<file path="src/rtl/approx_multiplier_seq.sv">
// Iterative shift-and-add unsigned multiplier with valid/ready handshakes.
// Approximate mode drops the low TRUNC_BITS columns of every partial product.
module approx_multiplier_seq #(
    parameter int WIDTH      = 8,
    parameter int TRUNC_BITS = 4
) (
    input  logic                 clk_i,
    input  logic                 rst_i,
    input  logic                 in_valid_i,
    output logic                 in_ready_o,
    input  logic [WIDTH-1:0]     a_i,
    input  logic [WIDTH-1:0]     b_i,
    input  logic                 approx_en_i,
    output logic                 out_valid_o,
    input  logic                 out_ready_i,
    output logic [2*WIDTH-1:0]   product_o,
    output logic                 approx_o
);

    localparam int PW = 2 * WIDTH;
    localparam int CW = $clog2(WIDTH);
    localparam logic [CW-1:0] LAST = CW'(WIDTH - 1);
    // Keeps product columns at or above TRUNC_BITS; all ones when TRUNC_BITS is 0.
    localparam logic [PW-1:0] KEEP_MASK = ~({PW{1'b1}} >> (PW - TRUNC_BITS));

    typedef enum logic [1:0] {
        IDLE,
        BUSY,
        DONE
    } state_t;

    state_t          state;
    logic [PW-1:0]   a_sh;
    logic [WIDTH-1:0] b_sh;
    logic [CW-1:0]   cnt;
    logic [PW-1:0]   acc;
    logic            approx_q;
    logic            out_valid_q;
    logic [PW-1:0]   pp;

    // a_sh holds a << cnt and b_sh[0] is b[cnt], so no barrel shifter is needed.
    always_comb begin
        pp = '0;
        if (b_sh[0]) begin
            pp = approx_q ? (a_sh & KEEP_MASK) : a_sh;
        end
    end

    // NOTE: sequential state uses non-blocking assignments so every register
    // samples the pre-edge values, independent of statement order.
    always_ff @(posedge clk_i or posedge rst_i) begin
        if (rst_i) begin
            state       <= IDLE;
            a_sh        <= '0;
            b_sh        <= '0;
            cnt         <= '0;
            acc         <= '0;
            approx_q    <= 1'b0;
            out_valid_q <= 1'b0;
        end else begin
            case (state)
                IDLE: begin
                    if (in_valid_i) begin
                        a_sh     <= {{WIDTH{1'b0}}, a_i};
                        b_sh     <= b_i;
                        approx_q <= approx_en_i;
                        acc      <= '0;
                        cnt      <= '0;
                        state    <= BUSY;
                    end
                end
                BUSY: begin
                    acc  <= acc + pp;
                    a_sh <= a_sh << 1;
                    b_sh <= b_sh >> 1;
                    cnt  <= cnt + 1'b1;
                    if (cnt == LAST) begin
                        state       <= DONE;
                        out_valid_q <= 1'b1;
                    end
                end
                DONE: begin
                    if (out_ready_i) begin
                        state       <= IDLE;
                        out_valid_q <= 1'b0;
                    end
                end
                default: begin
                    state       <= IDLE;
                    out_valid_q <= 1'b0;
                end
            endcase
        end
    end

    // Gated by rst_i so the producer never sees ready while reset is asserted.
    assign in_ready_o  = (state == IDLE) && !rst_i;
    assign out_valid_o = out_valid_q;
    assign product_o   = acc;
    assign approx_o    = approx_q;

endmodule

</file>
<file path="config.mk">
export PLATFORM = sky130hd
export DESIGN_NAME = approx_multiplier_seq
export DESIGN_NICKNAME = d
export VERILOG_FILES = /design/src/rtl/approx_multiplier_seq.sv
export SDC_FILE = /design/constraint.sdc
export NUM_CORES = 1
export LEC_CHECK = 0
export BUFFER_PORTS_ARGS = -buffer_cell sky130_fd_sc_hd__buf_2
export CAP_MARGIN = 15
export CELL_PAD_IN_SITES_DETAIL_PLACEMENT = 1
export CELL_PAD_IN_SITES_GLOBAL_PLACEMENT = 1
export CORE_AREA = 5 5 71 105
export DETAILED_ROUTE_END_ITERATION = 8
export DIE_AREA = 0 0 76 110
export PLACE_DENSITY_LB_ADDON = 0.12
export SLEW_MARGIN = 20
export SYNTH_ARGS = -nofsm -noshare
export SYNTH_HDL_FRONTEND = slang
export SYNTH_SLANG_ARGS = --single-unit
</file>
<file path="constraint.sdc">
create_clock -name clk_i -period 3.2 [get_ports clk_i]
set_input_delay 0.48 -clock clk_i [delete_from_list [all_inputs] [get_ports clk_i]]
set_output_delay 0.48 -clock clk_i [all_outputs]
set_load 0.01 [all_outputs]
</file>
* After elaboration in Yosys (flattened, before gate mapping)
Index checks and enable logic that the tools add are counted. W data, S select, Z words.
Storage, ports and cells: bits in registers 47, input port bits 21, output and inout port bits 19, word-level logic and storage cells 41
Operators by class: add/subtract/negate cells 2, equality and inequality tests 6, multiplexer cells 17, bitwise gates (word level) 1, reductions and logical operators 8
Operators by type and width (number):
- $pmux W16 S2 | 2
- $mux W16 | 3
- $add A16 B16 Y16 | 1
- $pmux W8 S2 | 1
- $mux W8 | 1
- $mux W2 | 3
- $ne A2 B2 Y1 const B | 3
- $pmux W2 S3 | 1
- $pmux W3 S2 | 1
- $reduce_and A3 Y1 | 2
- $mux W4 | 1
- $reduce_and A2 Y1 | 2
- $add A3 B1 Y3 const B | 1
- $eq A3 B3 Y1 const B | 1
- $mux W3 | 1
- $pmux W1 S3 | 1
- $eq A2 B1 Y1 const B | 1
- $eq A2 B2 Y1 const B | 1
- $logic_not A2 Y1 | 1
- $mux W1 | 2
- $reduce_bool A2 Y1 | 1
- $logic_and A1 B1 Y1 | 1
- $logic_not A1 Y1 | 1
- $not A1 Y1 | 1

* Depth between registers and ports, before layout
Gate-level depths: netlist of run 1.
word-level depth 4, gate-level depth with buffers 12, mapped depth without buffers 12

* Least setup slack after synthesis of run 1
OpenSTA, ideal clock, no wires.
kind register -> register, from reg b_sh[0], to reg acc[15] (netlist: product_o[15]), setup time 0.126 ns, arrival 2.445 ns, required time 3.074 ns, slack 0.628 ns, cell stages (with the launch flop) 11, buffers on the path 0, period minus slack after synthesis 2.572 ns, cells stage by stage dfrtp_1 -> nor2b_1 -> and2_1 -> ha_1 -> o211ai_1 -> o21ai_2 -> nor2_2 -> o31a_4 -> o21bai_4 -> mux2_4 -> a311o_1
On the way: cells in the longest elaborated chain, start to end 3
Ends and longest elaborated chain:
- start: declaration | line 34 | logic [WIDTH-1:0] b_sh;
- start signal: assignment | line 65 | b_sh <= b_i;
- start signal: assignment | line 75 | b_sh <= b_sh >> 1;
- $mux W16 | line 44 | if (b_sh[0]) begin
- $add A16 B16 Y16 | line 73 | acc <= acc + pp;
- $pmux W16 S2 | line 61 | case (state)
- end signal: assignment | line 73
- end: declaration | line 36 | logic [PW-1:0] acc;
No other way between the ends. A chain may end at the register's enable or synchronous reset.

* Final worst setup path of run 1
from reg approx_q (netlist: approx_o), to reg acc[14] (netlist: product_o[14])
On the way: cells in the longest elaborated chain, start to end 4
Ends and longest elaborated chain:
- start: declaration | line 37 | logic approx_q;
- start signal: assignment | line 66 | approx_q <= approx_en_i;
- $mux W4 | line 45 | pp = approx_q ? (a_sh & KEEP_MASK) : a_sh;
- $mux W16 | line 44
- $add A16 B16 Y16 | line 73
- $pmux W16 S2 | line 61
No other way between the ends.

==> metrics.txt, run 1 <==
Die Y 110 µm; Syn Area/Cell 9.23 µm²; Worst Reg-to-Reg Cells 12; diode count 0; final critical-path share of the clock period 88.6%; cts bufs inserted 5; via count 2,210; total routed wirelength 6.71 mm; FMAX 0.353 GHz; remaining antenna violation count 0; core area 6440 µm²; Crit path arrival time 3.02 ns; total of max-cap violations 0; worst reg2reg path startpoint approx_o$_DFFE_PP0P_; critical path peak fanout 4; Vias/cell 5.42; Post-Synth XOR/XNOR Area 4.15%; Simple-Gate Fraction of Synth Area 16.1%; Die Span X 76 µm; worst r2r dst product_o[14]$_DFFE_PP0P_; Root Driver clkbuf_8; worst-skew pair later-pin latency 0.31 ns; initial antenna violation count 0; Primary FF master, synth dfrtp_1; routed wire length per instance 16.5 µm; Worst Max-Slew Pin Slew 0.858 ns; critical path depth in cells 12; DIE AREA 8360 µm²; fin nets 370; DR iter-0 viols 50; Worst-path clk slew 0.10 ns; Total GRT Usage 17.2%; first-pass GRT wire length 11.6 mm; final core utilization 48.8%; Setup CP Type flop to flop; post-CTS sizing 0; post-synth cell types 42; RSZ-0062 raised after global routing false; clock sinks 47; Crit path max-delay family compound AO/OA/AOI/OAI gates; Setup TNS Final 0 ns; post-synthesis mux area share 6.07%; fin cells 408; complex-gate fraction of the synthesized area 18.7%; cell chain of the critical path nor2b_1, and2_1, ha_1, inv_1, fa_1, inv_1, a21oi_1, o221ai_1, a21oi_1, o31ai_1, xnor2_1, o21ai_0; FILL cells 777; adder-cell area share of the yosys netlist 8.49%; layout cell share with drive strength beyond 1 19.6%; vias in the first global route 2,413; Final Max Tran Viols 0; post-synth net total 336; initial core utilization 42.6%; setup bufs post-CTS 0; Initial DRT Pass Iterations 4; reg2reg setup slack 0.36 ns; status complete, no violations; endpoints failing setup 0; Place WS 0.394 ns; Cell Pwr Density 847 nW/µm²; most frequent cells in the layout 62 x nand2_1, 47 x dfrtp_1, 40 x o21ai_0; Worst Path Buf+Inv 2; ys async rst share 100%; main combinational cell family by area after synthesis compound AO/OA/AOI/OAI gates; Final Hold Vio Count 0; worst setup margin 0.365 ns; total grt overflow 0; peak supply drop 0.463 mV; placed insts 400; H-tree depth 2; FF+latch count, synth 47; number of port buffers 39; Post-synth EDFFs 0; # DRC 0; HPWL after detailed placement 4.92 mm; slowest stage delay, CP 0.41 ns; Hold-fix buffers, CTS 0; # IOs 40; static leakage 1.51 nW; CTS tree built; Worst Setup SP approx_o$_DFFE_PP0P_; Startpoint Class flop; slowest cell on the critical path dfrtp_1; Yosys warning total 0; max_slew headroom 42.8%; pin count of the biggest net entering global routing 48; crit path time final 2.84 ns; P&R area growth vs syn 14.7%; Placer Congestion 0.808; post-synthesis sequential area ratio 42.9%; CP Capture Type flop; CP required 3.39 ns; Cell Area, Synth 2740 µm²; Max clock buf depth 2; site row count 36; clock skew 0.00459 ns; most common cell after layout, fill and taps aside nand2_1; CP endpoint product_o[14]$_DFFE_PP0P_; Power Total 0.00266 W; cell count after synthesis 297; HP Class primary input to asynchronous set/reset pin
## report_power, final
part | switching, W | internal, W | total (W)
combinational | 0.000703 | 0.000435 | 0.00114
clock | 0.000224 | 0.000312 | 0.000535
sequential | 0.000168 | 0.000821 | 0.000989
## cells in the mapped netlist (3+ instances only)
cell type  instances  area [µm²]
a21o_1             4        30.0
o211ai_1           3        22.5
and2_1            15        93.8
nand2_1           62         233
nor2_1             5        18.8
xor2_1             7        61.3
a21oi_1            9        45.0
mux2i_1           14         140
o22ai_1            5        31.3
dfrtp_1           47        1180
nor3_1             3        15.0
xnor2_1            6        52.6
inv_1             10        37.5
nor3b_1            3        22.5
ha_1              17         213
o21ai_0           40         200
clkbuf_1          13        48.8
## flip-flops by register name, indices dropped and copies added, names as in the netlist
register / cells
a_sh: 16
approx_o: 1
b_sh: 8
cnt: 3
out_valid_o: 1
product_o: 16
state: 2
## metal layers
layer	part of all wire [%]	global-route usage [%]	routed length [µm]
met1	41	19.3	2750
met2	54	32.5	3650
met3	3.0	3.25	203
met4	1.6	5.47	106
met5	0	0	0
## metrics by stage
step / hold slack (ns) / area (µm²)
final: 0.308 / 3140
after global routing: 0.368 / 3140
after CTS: 0.369 / 3140
after detailed placement: 0.477 / 3010
after global placement: 0.466 / 3010
after floorplan: 0.449 / 2740
## cell families (layout without fill, tap and decap cells)
logic type,after synthesis,count (layout)
buffers and inverters,26,61
and+or+nand+nor,97,97
adders and majority gates,18,18
muxes,16,16
xor gates and xnor gates,13,13
DFF,47,47
AOI/OAI and AO/OA,80,80
## how the worst min path moves through the flow
stage,from,endpoint,slack (ns),depth (start not counted)
final,rst_i,a_sh[15]$_DFFE_PP0P_,0.31,2
after floorplan,b_sh[1]$_DFFE_PP0P_,b_sh[0]$_DFFE_PP0P_,0.45,2
after global placement,b_sh[2]$_DFFE_PP0P_,b_sh[1]$_DFFE_PP0P_,0.47,2
after global routing,b_i[7],b_sh[7]$_DFFE_PP0P_,0.37,3
after detailed placement,b_sh[5]$_DFFE_PP0P_,b_sh[4]$_DFFE_PP0P_,0.48,2
after CTS,a_i[0],a_sh[0]$_DFFE_PP0P_,0.37,3
## worst register-to-register path: stages, from the launching register on
cell,delay [ns]
dfrtp_1,0.41
nor2b_1,0.22
and2_1,0.16
ha_1,0.20
inv_1,0.07
fa_1,0.41
inv_1,0.09
a21oi_1,0.09
o221ai_1,0.36
a21oi_1,0.20
o31ai_1,0.28
xnor2_1,0.15
o21ai_0,0.08
## area by class of cell
| class | count | area [µm²] | area share, % |
|---|---|---|---|
| clock buffer | 5 | 68.8 | 2.19 |
| sequential | 47 | 1180 | 37.4 |
| timing repair buffer | 43 | 225 | 7.16 |
| tap | 76 | 95.1 | 3.02 |
| clock inverter | 3 | 67.6 | 2.15 |
| inverter | 10 | 38.8 | 1.23 |
| multi-input combinational | 224 | 1470 | 46.8 |
(Power assumes the default switching activity.)
==> inputs of run 2 (changes only) <==
==> constraint.sdc (replaced) <==
create_clock -name clk_i -period 3.15 [get_ports clk_i]
set_input_delay 0.4725 -clock clk_i [delete_from_list [all_inputs] [get_ports clk_i]]
set_output_delay 0.4725 -clock clk_i [all_outputs]
set_load 0.01 [all_outputs]
==> run 2 against run 1 <==
Critical path depth unchanged. Final area is the same. Combinational power barely moved. Count of clock-buffer cells in the layout unchanged. Power up 1.9%. Clock power grew 2%. Largest cell class unchanged. Largest power group unchanged.
==> metrics.txt, run 2 (synthesis gave the netlist of run 1 again) <==
CP Capture Type flop (unchanged); peak supply drop 0.417 mV (was 0.463 mV); cts bufs inserted 5 (unchanged); Max clock buf depth 2 (unchanged); Setup TNS Final 0 ns (unchanged); critical path peak fanout 4 (unchanged); Final Hold Vio Count 0 (unchanged); via count 2,200 (was 2,210); HPWL after detailed placement 4.91 mm (was 4.92 mm); Die Y 110 µm (unchanged); Setup CP Type flop to flop (unchanged); FMAX 0.349 GHz (was 0.353 GHz); remaining antenna violation count 0 (unchanged); core area 6440 µm² (unchanged); Design Area, Final 3140 µm² (unchanged); first-pass GRT wire length 11.6 mm (about the same); Final Max Tran Viols 0 (unchanged); worst-skew pair later-pin latency 0.32 ns (was 0.31 ns); endpoints failing setup 0 (unchanged); total grt overflow 0 (unchanged); total of max-cap violations 0 (unchanged); CTS tree built (unchanged); initial core utilization 42.6% (unchanged); initial antenna violation count 0 (unchanged); DR WL met3 200 µm (was 203 µm); crit path time final 2.86 ns (was 2.84 ns); vias in the first global route 2,434 (was 2,413); most common cell after layout, fill and taps aside nand2_1 (unchanged); clock skew 0.00742 ns (was 0.00459 ns); post-CTS sizing 0 (unchanged); layout cell share with drive strength beyond 1 19.6% (unchanged); DIE AREA 8360 µm² (unchanged); # IOs 40 (unchanged); Worst-path clk slew 0.10 ns (about the same); status complete, no violations (unchanged); P&R area growth vs syn 14.7% (unchanged); Die Span X 76 µm (unchanged); # DRC 0 (unchanged); Total GRT Usage 17.5% (was 17.2%); site row count 36 (unchanged); H-tree depth 2 (unchanged); max_slew headroom 41.9% (was 42.8%); clock sinks 47 (unchanged); routed wl met2 3.60 mm (was 3.65 mm); total routed wirelength 6.73 mm (was 6.71 mm); DR top layer met4 (unchanged); Hold-fix buffers, CTS 0 (unchanged); RSZ-0062 raised after global routing false (unchanged); Cell Pwr Density 862 nW/µm² (was 847 nW/µm²); number of port buffers 39 (unchanged); pin count of the biggest net entering global routing 48 (unchanged); Crit path arrival time 3.05 ns (was 3.02 ns); Startpoint Class flop (unchanged); routed wire length per instance 16.5 µm (about the same); HP Class primary input to asynchronous set/reset pin (unchanged); static leakage 1.51 nW (unchanged); Initial DRT Pass Iterations 4 (unchanged); final critical-path share of the clock period 90.9% (was 88.6%); setup bufs post-CTS 0 (unchanged); Worst Max-Slew Pin Slew 0.868 ns (was 0.858 ns); DR iter-0 viols 54 (was 50); Placer Congestion 0.808 (about the same); Vias/cell 5.39 (was 5.42); diode count 0 (unchanged); Placed Area 3010 µm² (unchanged); most frequent cells in the layout 62 x nand2_1, 47 x dfrtp_1, 40 x o21ai_0 (unchanged); met1 WL 2.81 mm (was 2.75 mm); CP required 3.34 ns (was 3.39 ns); fin nets 370 (unchanged); Root Driver clkbuf_8 (unchanged)
==> run 2: cell counts in the layout (fill, tap and decap cells not counted) <==
No cell type changed its count.
==> run 2: area by class of cell <==
type                    count  area [µm²]
clock buffers               5        68.8
repair buffers             43         225
fillers                   772        3300
flip-flops and latches     47        1180
clock inverters             3        67.6
inverters                  10        38.8
multi-input cells         224        1470
well taps                  76        95.1
==> run 2: power breakdown <==
part	internal, W	total [W]	switching (W)
registers	0.000834	0.00101	0.000176
logic	0.000441	0.00116	0.000716
clock network	0.000317	0.000545	0.000228
total	0.00159	0.00271	0.00112
==> run 2: worst paths after layout <==
| path | startpoint | endpoint | slack [ns] | cells after the start |
|---|---|---|---|---|
| worst max-delay path | approx_o$_DFFE_PP0P_ | product_o[14]$_DFFE_PP0P_ | 0.29 | 12 |
| worst min-delay path | rst_i | a_sh[15]$_DFFE_PP0P_ | 0.29 | 2 |
| worst max register to register | approx_o$_DFFE_PP0P_ | product_o[14]$_DFFE_PP0P_ | 0.29 | 12 |
| worst min register to register | b_sh[3]$_DFFE_PP0P_ | b_sh[2]$_DFFE_PP0P_ | 0.49 | 2 |
| max in group asynchronous | rst_i | product_o[7]$_DFFE_PP0P_ | 2.34 | 2 |
| min in group clk_i | a_i[0] | a_sh[0]$_DFFE_PP0P_ | 0.36 | 3 |
==> run 2: critical path, stage by stage (launching register included) <==
cell and delay (ns):
dfrtp_1 0.41, nor2b_1 0.22, and2_1 0.16, ha_1 0.19
inv_1 0.07, fa_1 0.41, inv_1 0.08, a21oi_1 0.07
o221ai_1 0.35, a21oi_1 0.19, o31ai_1 0.33, xnor2_1 0.16
o21ai_0 0.09
==> run 2: through the flow <==
step | cells | util (%) | hold WS [ns] | power (W) | setup WS (ns)
2_1_floorplan | 297 | - | 0.449 | 0.00182 | 0.578
3_3_place_gp | 400 | 46.7 | 0.466 | 0.00216 | 0.502
3_5_place_dp | 400 | 46.7 | 0.478 | 0.00221 | 0.302
4_1_cts | 408 | 48.8 | 0.353 | 0.00276 | 0.275
5_1_grt | 408 | 48.8 | 0.354 | 0.00295 | 0.0724
6_report | 408 | 48.8 | 0.286 | 0.00271 | 0.285
==> run 2: routing by layer <==
layer / GRT usage (%) / vias up
li1: - / 1082
met1: 19.9 / 1083
met2: 32.3 / 28
met3: 3.09 / 7
met4: 6.87 / 0
met5: 0 / -
